**config.mk**
```make
export PLATFORM = sky130hd
export DESIGN_NAME = cp0_reg_flat
export DESIGN_NICKNAME = d
export VERILOG_FILES = /design/src/rtl/cp0_reg_pkg.sv /design/src/rtl/cp0_reg_if.sv /design/src/rtl/cp0_reg_timer.sv /design/src/rtl/cp0_reg.sv /design/src/flat_wrapper.sv
export SDC_FILE = /design/constraint.sdc
export NUM_CORES = 1
export LEC_CHECK = 0
export ABC_AREA = 1
export BUFFER_PORTS_ARGS = -buffer_cell sky130_fd_sc_hd__clkbuf_2
export CELL_PAD_IN_SITES_DETAIL_PLACEMENT = 1
export CELL_PAD_IN_SITES_GLOBAL_PLACEMENT = 1
export CORE_MARGIN = 5
export CORE_UTILIZATION = 29
export CTS_BUF_LIST = sky130_fd_sc_hd__clkbuf_16
export DETAILED_ROUTE_END_ITERATION = 6
export GPL_TIMING_DRIVEN = 0
export PLACE_DENSITY = 0.82
export SLEW_MARGIN = 10
export SYNTH_ARGS = -nofsm -noshare
export SYNTH_HDL_FRONTEND = slang
export SYNTH_HIERARCHICAL = 1
export SYNTH_SLANG_ARGS = --single-unit
```
**constraint.sdc**
```tcl
create_clock -name clk -period 3.2 [get_ports clk]
set_input_delay 0.48 -clock clk [delete_from_list [all_inputs] [get_ports clk]]
set_output_delay 0.48 -clock clk [all_outputs]
set_load 0.01 [all_outputs]
```
**src/rtl/cp0_reg_pkg.sv**
```systemverilog
// Shared CP0 definitions: register numbers, exception type codes, ExcCode values,
// Status/Cause bit positions and the exception-type decoder.
package cp0_reg_pkg;

    localparam logic [4:0] CP0_REG_COUNT   = 5'd9;
    localparam logic [4:0] CP0_REG_COMPARE = 5'd11;
    localparam logic [4:0] CP0_REG_STATUS  = 5'd12;
    localparam logic [4:0] CP0_REG_CAUSE   = 5'd13;
    localparam logic [4:0] CP0_REG_EPC     = 5'd14;
    localparam logic [4:0] CP0_REG_PRID    = 5'd15;
    localparam logic [4:0] CP0_REG_CONFIG  = 5'd16;

    localparam logic [31:0] EXC_TYPE_INT     = 32'h1;
    localparam logic [31:0] EXC_TYPE_SYSCALL = 32'h8;
    localparam logic [31:0] EXC_TYPE_BREAK   = 32'h9;
    localparam logic [31:0] EXC_TYPE_RI      = 32'ha;
    localparam logic [31:0] EXC_TYPE_OV      = 32'hc;
    localparam logic [31:0] EXC_TYPE_TRAP    = 32'hd;
    localparam logic [31:0] EXC_TYPE_ERET    = 32'he;

    localparam logic [4:0] EXCCODE_INT     = 5'd0;
    localparam logic [4:0] EXCCODE_SYSCALL = 5'd8;
    localparam logic [4:0] EXCCODE_BREAK   = 5'd9;
    localparam logic [4:0] EXCCODE_RI      = 5'd10;
    localparam logic [4:0] EXCCODE_OV      = 5'd12;
    localparam logic [4:0] EXCCODE_TRAP    = 5'd13;

    localparam int STATUS_EXL_BIT = 1;
    localparam int CAUSE_BD_BIT   = 31;
    localparam int CAUSE_IP_HI    = 15;
    localparam int CAUSE_IP_LO    = 10;

    // Software-writable Cause bits: IV, WP, IP1:0
    localparam logic [31:0] CAUSE_WMASK = 32'h00C0_0300;

    typedef struct packed {
        logic       valid;
        logic       eret;
        logic [4:0] code;
    } exc_dec_t;

    function automatic exc_dec_t decode_exc(input logic [31:0] etype);
        exc_dec_t d;
        d = '0;
        case (etype)
            EXC_TYPE_INT:     begin d.valid = 1'b1; d.code = EXCCODE_INT;     end
            EXC_TYPE_SYSCALL: begin d.valid = 1'b1; d.code = EXCCODE_SYSCALL; end
            EXC_TYPE_BREAK:   begin d.valid = 1'b1; d.code = EXCCODE_BREAK;   end
            EXC_TYPE_RI:      begin d.valid = 1'b1; d.code = EXCCODE_RI;      end
            EXC_TYPE_OV:      begin d.valid = 1'b1; d.code = EXCCODE_OV;      end
            EXC_TYPE_TRAP:    begin d.valid = 1'b1; d.code = EXCCODE_TRAP;    end
            EXC_TYPE_ERET:    begin d.valid = 1'b1; d.eret = 1'b1;            end
            default:          d = '0;
        endcase
        return d;
    endfunction

endpackage

```
**src/rtl/cp0_reg_if.sv**
```systemverilog
// Pipeline <-> CP0 bus: writeback write port, mfc0 read port, MEM exception inputs
// and register contents. master = pipeline side, slave = cp0_reg.
interface cp0_reg_if;
    logic        we_i;
    logic [4:0]  waddr_i;
    logic [31:0] data_i;
    logic [4:0]  raddr_i;
    logic [5:0]  int_i;
    logic [31:0] excepttype_i;
    logic [31:0] current_inst_addr_i;
    logic        is_in_delayslot_i;

    logic [31:0] data_o;
    logic [31:0] count_o;
    logic [31:0] compare_o;
    logic [31:0] status_o;
    logic [31:0] cause_o;
    logic [31:0] epc_o;
    logic [31:0] config_o;
    logic [31:0] prid_o;
    logic        timer_int_o;

    modport master (
        output we_i, waddr_i, data_i, raddr_i, int_i,
               excepttype_i, current_inst_addr_i, is_in_delayslot_i,
        input  data_o, count_o, compare_o, status_o, cause_o,
               epc_o, config_o, prid_o, timer_int_o
    );

    modport slave (
        input  we_i, waddr_i, data_i, raddr_i, int_i,
               excepttype_i, current_inst_addr_i, is_in_delayslot_i,
        output data_o, count_o, compare_o, status_o, cause_o,
               epc_o, config_o, prid_o, timer_int_o
    );
endinterface

```
**src/rtl/cp0_reg_timer.sv**
```systemverilog
// Count/Compare timer: free-running Count, Compare match raises a sticky timer
// interrupt that only a Compare write clears.
module cp0_timer
    import cp0_reg_pkg::*;
(
    input  logic        clk,
    input  logic        rst,
    input  logic        we_i,
    input  logic [4:0]  waddr_i,
    input  logic [31:0] data_i,
    output logic [31:0] count_o,
    output logic [31:0] compare_o,
    output logic        timer_int_o
);

    logic [31:0] count_q, count_d;
    logic [31:0] compare_q, compare_d;
    logic        timer_int_q, timer_int_d;

    always_comb begin
        count_d     = count_q + 32'd1;
        compare_d   = compare_q;
        timer_int_d = timer_int_q;
        if (compare_q != 32'd0 && count_q == compare_q)
            timer_int_d = 1'b1;
        if (we_i && waddr_i == CP0_REG_COUNT)
            count_d = data_i;
        // Compare write acknowledges the interrupt, even against a same-cycle match
        if (we_i && waddr_i == CP0_REG_COMPARE) begin
            compare_d   = data_i;
            timer_int_d = 1'b0;
        end
    end

    always_ff @(posedge clk or posedge rst) begin
        if (rst) begin
            count_q     <= '0;
            compare_q   <= '0;
            timer_int_q <= 1'b0;
        end else begin
            count_q     <= count_d;
            compare_q   <= compare_d;
            timer_int_q <= timer_int_d;
        end
    end

    assign count_o     = count_q;
    assign compare_o   = compare_q;
    assign timer_int_o = timer_int_q;

endmodule

```
**src/rtl/cp0_reg.sv**
```systemverilog
// CP0 register file: Status/Cause/EPC, read-only Config/PrId, exception capture,
// mfc0 read mux. Count/Compare timer is present only when CP0_TIMER_EN is defined.
module cp0_reg
    import cp0_reg_pkg::*;
#(
    parameter logic [31:0] PRID_VAL   = 32'h0048_0102,
    parameter logic [31:0] CONFIG_VAL = 32'h0000_8000,
    parameter logic [31:0] STATUS_RST = 32'h1000_0000
) (
    input  logic       clk,
    input  logic       rst,
    cp0_reg_if.slave   bus
);

    logic [31:0] status_q, status_d;
    logic [31:0] cause_q, cause_d;
    logic [31:0] epc_q, epc_d;
    logic [31:0] count_w, compare_w;
    logic        timer_int_w;
    exc_dec_t    exc;

`ifdef CP0_TIMER_EN
    cp0_timer u_timer (
        .clk         (clk),
        .rst         (rst),
        .we_i        (bus.we_i),
        .waddr_i     (bus.waddr_i),
        .data_i      (bus.data_i),
        .count_o     (count_w),
        .compare_o   (compare_w),
        .timer_int_o (timer_int_w)
    );
`else
    assign count_w     = '0;
    assign compare_w   = '0;
    assign timer_int_w = 1'b0;
`endif

    assign exc = decode_exc(bus.excepttype_i);

    always_comb begin
        status_d = status_q;
        cause_d  = cause_q;
        epc_d    = epc_q;
        cause_d[CAUSE_IP_HI:CAUSE_IP_LO] = bus.int_i;

        if (bus.we_i) begin
            case (bus.waddr_i)
                CP0_REG_STATUS: status_d = bus.data_i;
                CP0_REG_CAUSE:  cause_d  = (cause_d & ~CAUSE_WMASK) | (bus.data_i & CAUSE_WMASK);
                CP0_REG_EPC:    epc_d    = bus.data_i;
                default: ;
            endcase
        end

        // Exception applied after mtc0 so its fields override a same-cycle write
        if (exc.valid) begin
            if (exc.eret) begin
                status_d[STATUS_EXL_BIT] = 1'b0;
            end else begin
                if (!status_q[STATUS_EXL_BIT]) begin
                    epc_d = bus.is_in_delayslot_i ? bus.current_inst_addr_i - 32'd4
                                                  : bus.current_inst_addr_i;
                    cause_d[CAUSE_BD_BIT] = bus.is_in_delayslot_i;
                end
                status_d[STATUS_EXL_BIT] = 1'b1;
                cause_d[6:2] = exc.code;
            end
        end
    end

    always_ff @(posedge clk or posedge rst) begin
        if (rst) begin
            status_q <= STATUS_RST;
            cause_q  <= '0;
            epc_q    <= '0;
        end else begin
            status_q <= status_d;
            cause_q  <= cause_d;
            epc_q    <= epc_d;
        end
    end

    always_comb begin
        case (bus.raddr_i)
            CP0_REG_COUNT:   bus.data_o = count_w;
            CP0_REG_COMPARE: bus.data_o = compare_w;
            CP0_REG_STATUS:  bus.data_o = status_q;
            CP0_REG_CAUSE:   bus.data_o = cause_q;
            CP0_REG_EPC:     bus.data_o = epc_q;
            CP0_REG_PRID:    bus.data_o = PRID_VAL;
            CP0_REG_CONFIG:  bus.data_o = CONFIG_VAL;
            default:         bus.data_o = '0;
        endcase
    end

    assign bus.count_o     = count_w;
    assign bus.compare_o   = compare_w;
    assign bus.timer_int_o = timer_int_w;
    assign bus.status_o    = status_q;
    assign bus.cause_o     = cause_q;
    assign bus.epc_o       = epc_q;
    assign bus.config_o    = CONFIG_VAL;
    assign bus.prid_o      = PRID_VAL;

endmodule
```
**src/flat_wrapper.sv**
```systemverilog
// flat-port wrapper written by rule: the top's interface ports become plain ports
module cp0_reg_flat import cp0_reg_pkg::*;
#(
    parameter logic [31:0] PRID_VAL   = 32'h0048_0102,
    parameter logic [31:0] CONFIG_VAL = 32'h0000_8000,
    parameter logic [31:0] STATUS_RST = 32'h1000_0000
)
  (clk, rst, bus_we_i, bus_waddr_i, bus_data_i, bus_raddr_i, bus_int_i, bus_excepttype_i, bus_current_inst_addr_i, bus_is_in_delayslot_i, bus_data_o, bus_count_o, bus_compare_o, bus_status_o, bus_cause_o, bus_epc_o, bus_config_o, bus_prid_o, bus_timer_int_o);
  cp0_reg_if bus_i ();
  input  logic clk;
  input  logic rst;
  input wire logic [$bits(bus_i.we_i)-1:0] bus_we_i;
  input wire logic [$bits(bus_i.waddr_i)-1:0] bus_waddr_i;
  input wire logic [$bits(bus_i.data_i)-1:0] bus_data_i;
  input wire logic [$bits(bus_i.raddr_i)-1:0] bus_raddr_i;
  input wire logic [$bits(bus_i.int_i)-1:0] bus_int_i;
  input wire logic [$bits(bus_i.excepttype_i)-1:0] bus_excepttype_i;
  input wire logic [$bits(bus_i.current_inst_addr_i)-1:0] bus_current_inst_addr_i;
  input wire logic [$bits(bus_i.is_in_delayslot_i)-1:0] bus_is_in_delayslot_i;
  output wire logic [$bits(bus_i.data_o)-1:0] bus_data_o;
  output wire logic [$bits(bus_i.count_o)-1:0] bus_count_o;
  output wire logic [$bits(bus_i.compare_o)-1:0] bus_compare_o;
  output wire logic [$bits(bus_i.status_o)-1:0] bus_status_o;
  output wire logic [$bits(bus_i.cause_o)-1:0] bus_cause_o;
  output wire logic [$bits(bus_i.epc_o)-1:0] bus_epc_o;
  output wire logic [$bits(bus_i.config_o)-1:0] bus_config_o;
  output wire logic [$bits(bus_i.prid_o)-1:0] bus_prid_o;
  output wire logic [$bits(bus_i.timer_int_o)-1:0] bus_timer_int_o;
  assign bus_i.we_i = bus_we_i;
  assign bus_i.waddr_i = bus_waddr_i;
  assign bus_i.data_i = bus_data_i;
  assign bus_i.raddr_i = bus_raddr_i;
  assign bus_i.int_i = bus_int_i;
  assign bus_i.excepttype_i = bus_excepttype_i;
  assign bus_i.current_inst_addr_i = bus_current_inst_addr_i;
  assign bus_i.is_in_delayslot_i = bus_is_in_delayslot_i;
  assign bus_data_o = bus_i.data_o;
  assign bus_count_o = bus_i.count_o;
  assign bus_compare_o = bus_i.compare_o;
  assign bus_status_o = bus_i.status_o;
  assign bus_cause_o = bus_i.cause_o;
  assign bus_epc_o = bus_i.epc_o;
  assign bus_config_o = bus_i.config_o;
  assign bus_prid_o = bus_i.prid_o;
  assign bus_timer_int_o = bus_i.timer_int_o;
  cp0_reg #(.PRID_VAL(PRID_VAL), .CONFIG_VAL(CONFIG_VAL), .STATUS_RST(STATUS_RST)) u_core (.clk(clk), .rst(rst), .bus(bus_i));
endmodule
```
==> results.md, run 1 <==
Run status:
- The flow ran to the end, and the final reports show no timing, DRC or antenna violations.

Pwr:
- The analysis attributes to net switching a power of 0.001166 W.
- The register share of total power is 39.9%.
- The power density over the cells is 391.0 nW/um^2.
- The internal power is 0.002108 W.
- VDD sags by at most 0.0002576 V.
- For this design the static power due to leakage is 5.000 nW.
- The net switching share of the total power is 35.60%.
- In this run, the clock network consumes 29.8% of the power.
- Combinational logic burns 30.3% of the power.

Detailed routing:
- Dividing the detail-routed wire length by the instance count gives 17.21 um.
- The first-pass iteration count of the detailed router is 4.
- In the routed design, unresolved DRC markers number 0.
- The final layout contains routed wiring with a total length of 26550 um.
- Once detail routing completed, the nets flagged for antenna violations numbered 0.
- The via density per instance is 4.286.
- Summing over every cut layer, the via total after detailed routing is 6614.
- The first routing iteration left 266 violations.

Timing:
- The normalized max-slew margin is 44.42%.
- Setup violations remaining at the end of the flow were counted as 0.
- The final-report max-slew violation count is 0.
- The post-route minimum period is 2755 ps.
- Setup repair after global routing left no endpoint under its margin.
- The post-route fraction of the period consumed by the critical path is 86.11%.
- The fmax is 362.9 MHz.
- The slew of the pin with the lowest slew margin is 833.6 ps.
- The largest clock skew in the final design is 10.57 ps.
- The total count of hold-check failures in the final report was 0.

Synth:
- After synthesis, the cell types taking the most area are sky130_fd_sc_hd__dfrtp_1 (32%), sky130_fd_sc_hd__buf_4 (18%), sky130_fd_sc_hd__nand2_1 (17%).
- The number of enable-type register cells in the synthesized netlist is 0.
- Summing every instance area after synthesis gives 6061 um^2.
- The synthesized netlist contains 35 unique library cells.
- The number of warnings reported in the yosys synthesis log is 6.
- sky130_fd_sc_hd__nand2_1 is the most common cell in the netlist.
- Counting instances in the post-synthesis netlist gives the leading cell types as sky130_fd_sc_hd__nand2_1 (274), sky130_fd_sc_hd__buf_4 (148), sky130_fd_sc_hd__inv_1 (89), sky130_fd_sc_hd__dfrtp_1 (78), sky130_fd_sc_hd__o21ai_0 (70).
- After synthesis, the largest area contributor takes up 32.20% of total cell area.
- The predominant post-synthesis flop cell is sky130_fd_sc_hd__dfrtp_1.
- Counting flops with an async set or reset pin after synthesis yields a share of 100.0%.
- The register area share after synthesis is 32.64%.
- After synthesis, the mean cell area works out to 6.841 um^2.
- The cell count after synthesis came out at 886.
- The flip-flop and latch count after synthesis is 79.
- The cell type contributing the most total cell area after synthesis is sky130_fd_sc_hd__dfrtp_1.

Layout:
- Compared with the post-synthesis result, the final layout area differs by 38.17%.
- The finished cells cover 8374 um^2.
- Of the cells placed in the final design, the portion with a size suffix greater than 1 is 32.84%.
- After the last flow step, the layout net total stands at 1385.
- The filler cell count is 2798.
- The number of non-filler instances in the completed layout is 1543.
- The count of inserted antenna diode cells is 0.

Clock tree:
- The tree is rooted in a sky130_fd_sc_hd__clkbuf_16.
- The number of sinks on the clock net is 79.
- The number of buffers added by the clock tree synthesis step is 9.
- The clock latency reported for the late side of the worst-skew pair is 350 ps.
- For this design, the CTS-stage hold fixing added 0 buffers.
- The post-cts repair resize count is 0.
- The longest clock path from root to sink contains 2 buffers.
- The TritonCTS clock tree is yes.
- The H-tree generated during clock tree synthesis spans 3 levels.
- The buffers inserted during post-CTS setup optimization is 0.
- The clock input transition at the sequential cells of the worst setup and hold paths is 70 ps.

Worst setup path:
- The kind of critical path is in2out.
- The worst register-to-register path ends at u_core/bus.epc_o[30].
- STA classifies the critical path endpoint as an output pin.
- The startpoint identified for the worst register-to-register timing path is u_core/bus.status_o[1].
- The slowest stage of the critical path belongs to the cell sky130_fd_sc_hd__clkbuf_1.
- The worst path arrival time is 2280 ps.
- Measured in cells, the most critical reg-to-reg path has a length of 5.
- The highest fanout seen on the critical path is 10.
- The register-to-register setup slack is 1770 ps.
- The sort of element at the start of the critical path is a primary input.
- The cell repeated most along the worst path is sky130_fd_sc_hd__nand2_1.
- Walking the worst path, the cells encountered are clkbuf_2 -> nand2_1 -> nor2_1 -> nand2_1 -> inv_1 -> clkbuf_1 -> nand2_1 -> o211ai_1 -> clkbuf_2.
- In this design, the stage delay of the slowest critical-path cell is 640 ps.
- Data on the critical path is required at its endpoint by 2720 ps.

Placed design:
- The wire-length estimate of the detail-placed layout is 22100 um.
- Including well taps, the total number of placed cells is 1527.
- The count of port buffers added during placement is 226.
- The placer congestion estimate is 0.8818.
- The cell area after placement is 8100 um^2.

Floorplanning:
- The overall die area is 23890 um^2.
- The die is 154.6 um tall.
- Measured along the x axis, the die boundary spans 154.6 um.
- The initial core utilization is 29.67%.
- The standard-cell row count is 52.
- The area of the core is 20430 um^2.
- For this design the top-level I/O count stands at 373.

Global routing:
- The first global-routing pass estimated 40500 um of wire.
- The number of antenna violations at the first check in global routing is 0.
- The number of global-route vias before repair is 7152.
- The largest net degree at the start of global routing is 53.
- Global routing consumed, over all layers together, 21.81% of the routing resources.
- For this run the aggregate overflow at the end of global routing stands at 0.

Job:
- The max-capacitance violation count is 0.

Hold path:
- The type of the tightest min-delay check is in2async.
-- cell families after synthesis --
family | count (synthesis) | share of synthesized area, %
AOI/OAI and AO/OA | 98 | 8.980
xor gates and xnor gates | 11 | 1.590
buffers and inverters | 263 | 25.91
and+or+nand+nor | 432 | 30.55
adders and majority gates | 1 | 0.2064
DFF | 79 | 32.64
other | 2 | 0.1239
-- worst max-delay path: cells and delay by family --
kind / cells / cell delay (ps)
compound gates: 1 / 130
buf+inv: 4 / 1200
simple gates: 4 / 460
-- cell type report --
type | instances | area, um^2 | share of cell area, %
buffer | 171 | 1222 | 14.60
clock buffer | 9 | 225.2 | 2.689
clock inverter | 7 | 48.80 | 0.5827
inverter | 92 | 350.3 | 4.183
multi-input combinational | 688 | 3053 | 36.46
sequential | 79 | 1978 | 23.62
tap | 270 | 337.8 | 4.034
timing repair buffer | 227 | 1159 | 13.84
-- cell usage in the layout (no fill, tap or decap), types with 2 or more instances in the layout --
cell type and count:
sky130_fd_sc_hd__o21ai_0 70, sky130_fd_sc_hd__buf_6 2, sky130_fd_sc_hd__buf_2 8, sky130_fd_sc_hd__inv_6 2
sky130_fd_sc_hd__buf_4 148, sky130_fd_sc_hd__a22o_1 9, sky130_fd_sc_hd__xnor2_1 3, sky130_fd_sc_hd__clkbuf_1 13
sky130_fd_sc_hd__o21ai_1 8, sky130_fd_sc_hd__nand3_1 38, sky130_fd_sc_hd__and2_1 4, sky130_fd_sc_hd__nor2_4 2
sky130_fd_sc_hd__inv_2 2, sky130_fd_sc_hd__a21oi_1 3, sky130_fd_sc_hd__nand3b_1 3, sky130_fd_sc_hd__o211ai_1 6
sky130_fd_sc_hd__nor3_1 6, sky130_fd_sc_hd__nand2_2 3, sky130_fd_sc_hd__inv_4 2, sky130_fd_sc_hd__clkbuf_16 9
sky130_fd_sc_hd__clkinvlp_4 3, sky130_fd_sc_hd__nor2_1 64, sky130_fd_sc_hd__dfrtp_1 78, sky130_fd_sc_hd__conb_1 146
sky130_fd_sc_hd__nand4_1 29, sky130_fd_sc_hd__inv_1 89, sky130_fd_sc_hd__nor2_2 4, sky130_fd_sc_hd__xor2_1 8
sky130_fd_sc_hd__clkbuf_2 226, sky130_fd_sc_hd__nand2_1 274
-- layer usage --
layer  global-route usage [%]  wire length [um]  up-vias
li1                         -                 -     3264
met3                    4.303              1550       30
met5                        0                 0        -
met4                    6.013               521        0
met2                    39.60             13590      231
met1                    26.18             10890     3089
-- registers in the layout (all words and copies together) (netlist names) --
signal               cells
u_core/bus.cause_o      15
u_core/bus.epc_o        32
u_core/bus.status_o     32
-- through the flow --
stage / setup slack [ps] / util, % / setup TNS (ps) / total power (W) / hold WS [ps]
after global placement: -470.6 / 39.50 / -36220 / 0.002275 / 486.9
after global routing: 334.7 / 40.99 / 0 / 0.003478 / 157.5
after floorplan: 698.3 / - / 0 / 0.001873 / 501.6
after detailed placement: 428.0 / 39.65 / 0 / 0.002309 / 495.6
final: 444.5 / 40.99 / 0 / 0.003274 / 124.0
after CTS: 427.1 / 40.99 / 0 / 0.003299 / 130.9
-- power groups by stage --
stage | Clock [W] | Sequential (W) | Combinational, W
floorplan | 0 | 0.00137 | 0.000503
global placement | 0 | 0.00132 | 0.000955
detailed placement | 0 | 0.00132 | 0.000985
CTS | 0.00100 | 0.00131 | 0.000989
global route | 0.00105 | 0.00133 | 0.00110
finish | 0.000975 | 0.00131 | 0.000993
-- worst max-delay path by stage --
stage | from | endpoint | slack [ps] | depth (start not counted)
after floorplan | rst | u_core/bus.cause_o[10] | 700 | 1
after global placement | rst | u_core/bus.epc_o[24] | -470 | 2
after detailed placement | bus_raddr_i[3] | bus_data_o[9] | 430 | 9
after CTS | bus_raddr_i[3] | bus_data_o[9] | 430 | 9
after global routing | bus_raddr_i[3] | bus_data_o[11] | 330 | 9
final | bus_raddr_i[3] | bus_data_o[9] | 440 | 9
(Power assumes the default switching activity.)
==> inputs of run 2 (changes only) <==
--- a/config.mk
+++ b/config.mk
@@ -6,15 +6,15 @@
 export NUM_CORES = 1
 export LEC_CHECK = 0
 export ABC_AREA = 1
-export BUFFER_PORTS_ARGS = -buffer_cell sky130_fd_sc_hd__clkbuf_2
 export CELL_PAD_IN_SITES_DETAIL_PLACEMENT = 1
 export CELL_PAD_IN_SITES_GLOBAL_PLACEMENT = 1
-export CORE_MARGIN = 5
-export CORE_UTILIZATION = 29
+export CORE_AREA = 5 5 140 142
 export CTS_BUF_LIST = sky130_fd_sc_hd__clkbuf_16
 export DETAILED_ROUTE_END_ITERATION = 6
+export DIE_AREA = 0 0 145 147
+export DONT_BUFFER_PORTS = 1
 export GPL_TIMING_DRIVEN = 0
-export PLACE_DENSITY = 0.82
+export PLACE_DENSITY = 0.66
 export SLEW_MARGIN = 10
 export SYNTH_ARGS = -nofsm -noshare
 export SYNTH_HDL_FRONTEND = slang
==> run 2 against run 1 <==
  * First-iteration DRC count is 32% lower
  * Via count shrank 14%
  * Register-to-register slack lost 70 ps
  * Non-clock buffer count shrank 225
  * Critical endpoint is now bus_data_o[29]
==> results.md, run 2 (synthesized netlist as in run 1, its figures left out) <==
Worst setup path:
- The endpoint required time on the critical path is 2720 ps.
- The cell repeated most along the worst path is sky130_fd_sc_hd__nand2_1.
- The worst setup path is launched from a primary input.
- Across all register-to-register paths, the minimum setup slack is 1700 ps.
- The critical path is of the in2out type.
- The kind of cell with the highest combined delay on the critical path is buffers and inverters.
- The critical path goes through nand2_1 -> nor2_1 -> nand2_1 -> inv_1 -> clkbuf_1 -> nand2_1 -> o21ai_0.
- Data on the critical path arrives at its endpoint at 2010 ps.
- Counting both buffers and inverters, the worst setup path holds a total of 2.
- The sort of element at the end of the critical path is an output pin.
- The highest fanout seen on the critical path is 10.
- For this design, the slowest cell found on the critical path is sky130_fd_sc_hd__clkbuf_1.
- The largest single stage delay on the critical path is 620 ps.

Timing:
- The final-report max-slew violation count was 0.
- Static timing analysis puts the maximum clock frequency at 400.9 MHz.
- Adding up every negative setup slack in the final design gives 0 ps.
- On the final layout, the worst hold slack is 158.3 ps.
- The clock period could shrink to 2494 ps.
- The slew of the pin with the lowest slew margin is 797.9 ps.
- The total count of hold-check failures in the final report is 0.
- The largest clock skew in the final design is 5.430 ps.
- Setup violations remaining at the end of the flow were counted as 0.
- In this run the tightest slew margin relative to its limit is 46.81%.
- The final critical path takes up 77.95% of the cycle.
- Setup repair after global routing left no endpoint under its margin.

Layout:
- The layout-stage area growth over the synthesis result is 19.22%.
- In the layout the commonest cells are sky130_fd_sc_hd__nand2_1 (274), sky130_fd_sc_hd__buf_4 (148), sky130_fd_sc_hd__conb_1 (146).
- Cells with a size suffix above 1 make up 18.23% of the layout.
- The commonest non-fill, non-tap cell in the layout is sky130_fd_sc_hd__nand2_1.
- After the last flow step, the layout net total stands at 1160.
- The repair_antennas step left the layout with diodes totalling 0.

Hold path:
- The tightest min-delay check is of the in2reg type.

Global routing:
- The first-pass GRT wire length is 35880 um.
- Across every metal layer, demand over resource in global routing totals 21.52%.
- The sum of overflow across all layers after global routing is 0.
- The number of global-route vias before repair was 5736.
- Entering global routing, the biggest net connects 58 pins.
- The number of antenna violations at the first check in global routing is 1.

Placed design:
- The count of port buffers added during placement is 0.
- Summed over all nets, the half-perimeter wirelength after detailed placement is 20040 um.
- The placer congestion estimate is 0.8286.

Pwr:
- The post-layout total power is 0.003076 W.
- The peak supply drop is 0.0002615 V.
- Power spread over the standard cell area amounts to 425.8 nW/um^2.
- For this design the static power due to leakage is 4.050 nW.

Detailed routing:
- In the routed layout, each cell is associated on average with a via count of 4.449.
- In the final routed layout, each cell accounts on average for 18.75 um.
- The initial DRC count is 182.
- The overall via count from detail_route is 5704.
- The DRC violation count after routing is 0.
- The pre-antenna-repair detailed-routing pass consisted of 4 iterations.
- The count of nets left with antenna violations after detail routing is 0.
- Wires add up to 24040 um.

Clock tree:
- The clock input transition at the sequential cells of the worst setup and hold paths is 70 ps.
- At the later pin of the worst-skew pair, clock insertion delay measures 340 ps.
- CTS saw 79 sinks.
- The TritonCTS clock tree is yes.
- The root buffer cell is sky130_fd_sc_hd__clkbuf_16.
- The post-cts repair resize count is 0.
- TritonCTS created 9 clock buffers.
- The H-tree was split into 3 levels.
- No sink is reached through more buffers than the 2 on the longest clock path.

Floorplanning:
- The die covers 21320 um^2.
- The initial core utilization is 33.06%.
- The die height is 147 um.
- For this design the top-level I/O count stands at 373.
- The die is 145 um wide.
- The core region is 18330 um^2.
- The standard-cell row count is 50.

Job:
- Across the run, the number of max-cap violations was 0.

Run status:
- The flow ran to the end, and the final reports show no timing, DRC or antenna violations.
[run 2: cell count changes in the layout (fill, tap and decap cells not counted), sizes merged]
cell         delta
bufinv          +1
clkinvlp        -1
clkinv          +1
clkbuf        -226
inv             -1
dlygate4sd3     +1
[run 2: path summary, 6_finish.rpt]
kind	startpoint	endpoint	depth (start not counted)
max	bus_raddr_i[3]	bus_data_o[29]	7
min	bus_int_i[1]	u_core/bus.cause_o[11]	0
max reg2reg	u_core/bus.status_o[1]	u_core/bus.epc_o[20]	6
min reg2reg	u_core/bus.status_o[28]	u_core/bus.status_o[28]	2
max in group asynchronous	rst	u_core/bus.status_o[28]	3
min in group asynchronous	rst	u_core/bus.cause_o[2]	2
[run 2: through the flow]
stage	setup WS (ps)	cell area, um^2	instances	utilization [%]
global placement	-461.3	6894	1264	37.61
finish	705.7	7226	1282	39.42
floorplan	698.3	6601	1030	-
CTS	659.6	7226	1282	39.42
detailed placement	665.9	6924	1265	37.77
global route	516.4	7226	1282	39.42
[run 2: layout make-up]
type	instances	area (um^2)
Buffer	171	1222
Timing Repair Buffer	2	37.54
Inverter	92	350.3
Clock inverter	7	66.31
Clock buffer	9	225.2
Fill cell	2437	11100
Sequential cell	79	1978
Tap cell	234	292.8
Multi-Input combinational cell	688	3053
[run 2: where the power goes]
group	internal, W	switching (W)	leakage (nW)
Combinational	0.000258	0.000348	2.92
Clock	0.000599	0.000426	0.144
Sequential	0.00116	0.000282	0.990
Total	0.00202	0.00106	4.05
[run 2: routing by layer]
metal | routed length, um | vias to the layer above | GRT usage (%)
met5 | 20 | - | 0
met2 | 11830 | 217 | 36.53
met1 | 9886 | 2655 | 26.66
met3 | 1988 | 23 | 7.125
met4 | 320 | 2 | 4.708
li1 | - | 2807 | -
[run 2: timing repair]
item | CTS | global route
endpoints found under the hold margin | 22 | 0
hold buffers | 1 | 0
buffers inserted | 0 | 0
==> inputs of run 3 (changes only) <==
--- a/config.mk
+++ b/config.mk
@@ -8,10 +8,10 @@
 export ABC_AREA = 1
 export CELL_PAD_IN_SITES_DETAIL_PLACEMENT = 1
 export CELL_PAD_IN_SITES_GLOBAL_PLACEMENT = 1
-export CORE_AREA = 5 5 140 142
+export CORE_AREA = 5 5 143 145
 export CTS_BUF_LIST = sky130_fd_sc_hd__clkbuf_16
 export DETAILED_ROUTE_END_ITERATION = 6
-export DIE_AREA = 0 0 145 147
+export DIE_AREA = 0 0 148 150
 export DONT_BUFFER_PORTS = 1
 export GPL_TIMING_DRIVEN = 0
 export PLACE_DENSITY = 0.66
==> constraint.sdc (replaced) <==
create_clock -name clk -period 2.1 [get_ports clk]
set_input_delay 0.315 -clock clk [delete_from_list [all_inputs] [get_ports clk]]
set_output_delay 0.315 -clock clk [all_outputs]
set_load 0.01 [all_outputs]
==> run 3 against run 2 <==
  * Die area grew 4.2%
  * Cell area grew 1.1%
  * Non-clock buffer count grew 6
  * First-iteration DRC count shrank 20%
  * Register-to-register slack lost 1100 ps
  * Sequential cell count is the same
  * Largest cell class unchanged
  * Largest power group unchanged
==> results.md, run 3 (synthesized netlist as in run 1, its figures left out) <==
Timing:
- Setup repair after global routing left no endpoint under its margin.
- The final-report max-slew violation count is 0.
- The normalized max-slew margin is 53.21%.
- Final hold analysis gives a worst-case slack of 81.91 ps.
- The total count of hold-check failures in the final report is 0.
- Once routing completed, OpenROAD measured the worst setup slack at 150.9 ps.
- The count of final setup violators is 0.
- The slew of the pin with the lowest slew margin is 701.8 ps.
- The final critical path takes up 92.82% of the cycle.
- The fmax is 513.1 MHz.
- The largest clock skew in the final design is 4.163 ps.
- The post-route minimum period is 1949 ps.

Job:
- The max-capacitance violation count is 0.

Placed design:
- The placer congestion estimate is 0.8206.
- Buffers placed on the I/O ports in this run total 0.
- Before CTS, the worst setup slack after placement is -64.58 ps.
- The placed instance count is 1270.
- The detailed placement HPWL is 20220 um.

Detailed routing:
- The overall via count from detail_route is 5753.
- For this run, the detailed router's first-pass iteration total came to 4.
- In the routed design, unresolved DRC markers number 0.
- Dividing the detail-routed wire length by the instance count gives 18.68 um.
- Once detail routing completed, the nets flagged for antenna violations numbered 0.
- After detailed routing, the number of vias per cell comes to 4.453.
- The initial DRC count is 146.
- The routed wire length is 24140 um.

Global routing:
- The number of global-route vias before repair came to 5862.
- The sum of overflow across all layers after global routing is 0.
- The total routing resource utilization after global routing is 21.10%.
- The first global-routing pass estimated 35590 um of wire.
- Entering global routing, the biggest net connects 31 pins.
- The number of antenna violations at the first check in global routing is 0.

Clock tree:
- After clock tree synthesis, the setup repair step added 0 buffers.
- The root buffer cell is sky130_fd_sc_hd__clkbuf_16.
- For the worst-skew pair, the clock arrives at the later sink with an insertion delay of 340 ps.
- Clock-pin slew was measured on the worst setup and hold paths at 60 ps.
- The number of buffers added by the clock tree synthesis step is 9.
- In this run the deepest clock path goes through 2 buffers.
- The TritonCTS clock tree is yes.
- The number of sinks on the clock net is 79.
- The CTS H-tree depth is 3.

Floorplanning:
- The die is 148 um wide.
- The standard-cell row count is 51.
- The overall die area is 22200 um^2.
- After floorplanning, the core was sized to cover 19080 um^2.
- The initial core utilization is 31.77%.
- The number of top-level pins is 373.
- The die is 150 um tall.

Layout:
- The post-route netlist has 18.60% of its cells at a drive strength greater than 1.
- The commonest non-fill, non-tap cell in the layout is sky130_fd_sc_hd__nand2_1.
- Cells fill 38.28% of the core in the end.
- The count of inserted antenna diode cells is 0.
- The filler cell count is 2496.
- Leaving out filler cells and counting taps, the final layout contains 1292.
- At the end of the flow, the number of nets in the layout was 1166.
- In the layout the commonest cells are sky130_fd_sc_hd__nand2_1 (274), sky130_fd_sc_hd__buf_4 (148), sky130_fd_sc_hd__conb_1 (146).
- The layout-stage area growth over the synthesis result is 20.50%.

Worst setup path:
- The register-to-register setup slack is 600 ps.
- The cell count of the worst reg-to-reg path is 6.
- The endpoint of the worst register-to-register path is u_core/bus.epc_o[20].
- The endpoint required time on the critical path is 1780 ps.
- The highest fanout seen on the critical path is 10.
- The worst path arrival time is 1630 ps.
- The start of the worst register-to-register path is u_core/bus.status_o[1].
- The slowest stage of the critical path belongs to the cell sky130_fd_sc_hd__o21ai_0.
- The kind of critical path is in2out.
- The sort of element at the end of the critical path is an output pin.
- The largest single stage delay on the critical path is 580 ps.
- Traced cell by cell, the critical path runs through nand2_1 -> nor2_1 -> nand3_1 -> clkbuf_1 -> o21ai_0.
- The sort of element at the start of the critical path is a primary input.

Pwr:
- The worst-case IR drop observed on VDD is 0.0002607 V.
- The leakage power summed over all cells is 4.089 nW.
- The power density over the cells is 642.5 nW/um^2.

Hold path:
- The worst hold path was traced through 2 stages.
- The path class of the tightest hold or removal check is in2reg.
- The path with the worst hold slack has its endpoint at u_core/bus.status_o[13].
- In this run the most critical hold path is launched from bus_data_i[13].

Run status:
- The flow ran to the end, and the final reports show no timing, DRC or antenna violations.
run 3: changes by cell type in the layout (fill, tap and decap cells not counted), moves of 2 or more:
| cell | change |
|---|---|
| sky130_fd_sc_hd__clkbuf_2 | +3 |
| sky130_fd_sc_hd__dlygate4sd3_1 | +6 |
| sky130_fd_sc_hd__buf_12 | +2 |
| sky130_fd_sc_hd__clkinv_2 | +2 |
| sky130_fd_sc_hd__clkbuf_1 | -4 |
run 3: per-layer routing:
layer | track usage, % | wire length, um
met1 | 25.88 | 9725
met5 | 0 | 0
met4 | 4.942 | 199
met3 | 5.451 | 1941
met2 | 37.18 | 12270
run 3: worst max path at each step:
stage               slack (ps)            from        endpoint  cells past startpoint
global route                40  bus_raddr_i[3]  bus_data_o[27]                      5
detailed placement         -60  bus_raddr_i[3]  bus_data_o[27]                      7
finish                     150  bus_raddr_i[3]  bus_data_o[27]                      5
CTS                          8  bus_raddr_i[3]  bus_data_o[25]                      7
floorplan                  610  bus_raddr_i[3]  bus_data_o[11]                      7
global placement           -50  bus_raddr_i[3]  bus_data_o[25]                      7
run 3: power by group:
| part | total, W | switching (W) | internal [W] |
|---|---|---|---|
| registers | 0.00219 | 0.000416 | 0.00177 |
| clock network | 0.00156 | 0.000652 | 0.000912 |
| logic | 0.000937 | 0.000535 | 0.000402 |
run 3: what timing repair did:
| action | in CTS | in global routing |
|---|---|---|
| gates resized for setup | 1 | 4 |
| gates cloned | 0 | 0 |
| endpoints found under the setup margin | 14 | 11 |
| hold buffers | 7 | 0 |
| hold endpoints to repair | 31 | 0 |
| pin swaps | 0 | 0 |
run 3: metrics by stage:
stage	total power, W	TNS, ps	area (um^2)
floorplan	0.002854	0	6605
global placement	0.003101	-388.8	6903
detailed placement	0.003136	-312.5	6943
CTS	0.004728	0	7301
global route	0.004962	0	7303
finish	0.004692	0	7303
run 3: cell type report:
type                    count  area [um^2]  share of cell area [%]
inverters                  92        351.6                   4.814
plain buffers             170         1222                   16.74
clock inverters             7        65.06                  0.8909
flip-flops and latches     79         1978                   27.09
well taps                 238        297.8                   4.077
multi-input cells         688         3053                   41.80
clock buffers               9        225.2                   3.084
repair buffers              9        110.1                   1.508
run 3: worst max-delay path, delay by kind of cell:
family | cells | cell delay (ps)
AO/OA/AOI/OAI | 1 | 580
buffers and inverters | 1 | 350
AND/OR/NAND/NOR | 3 | 390
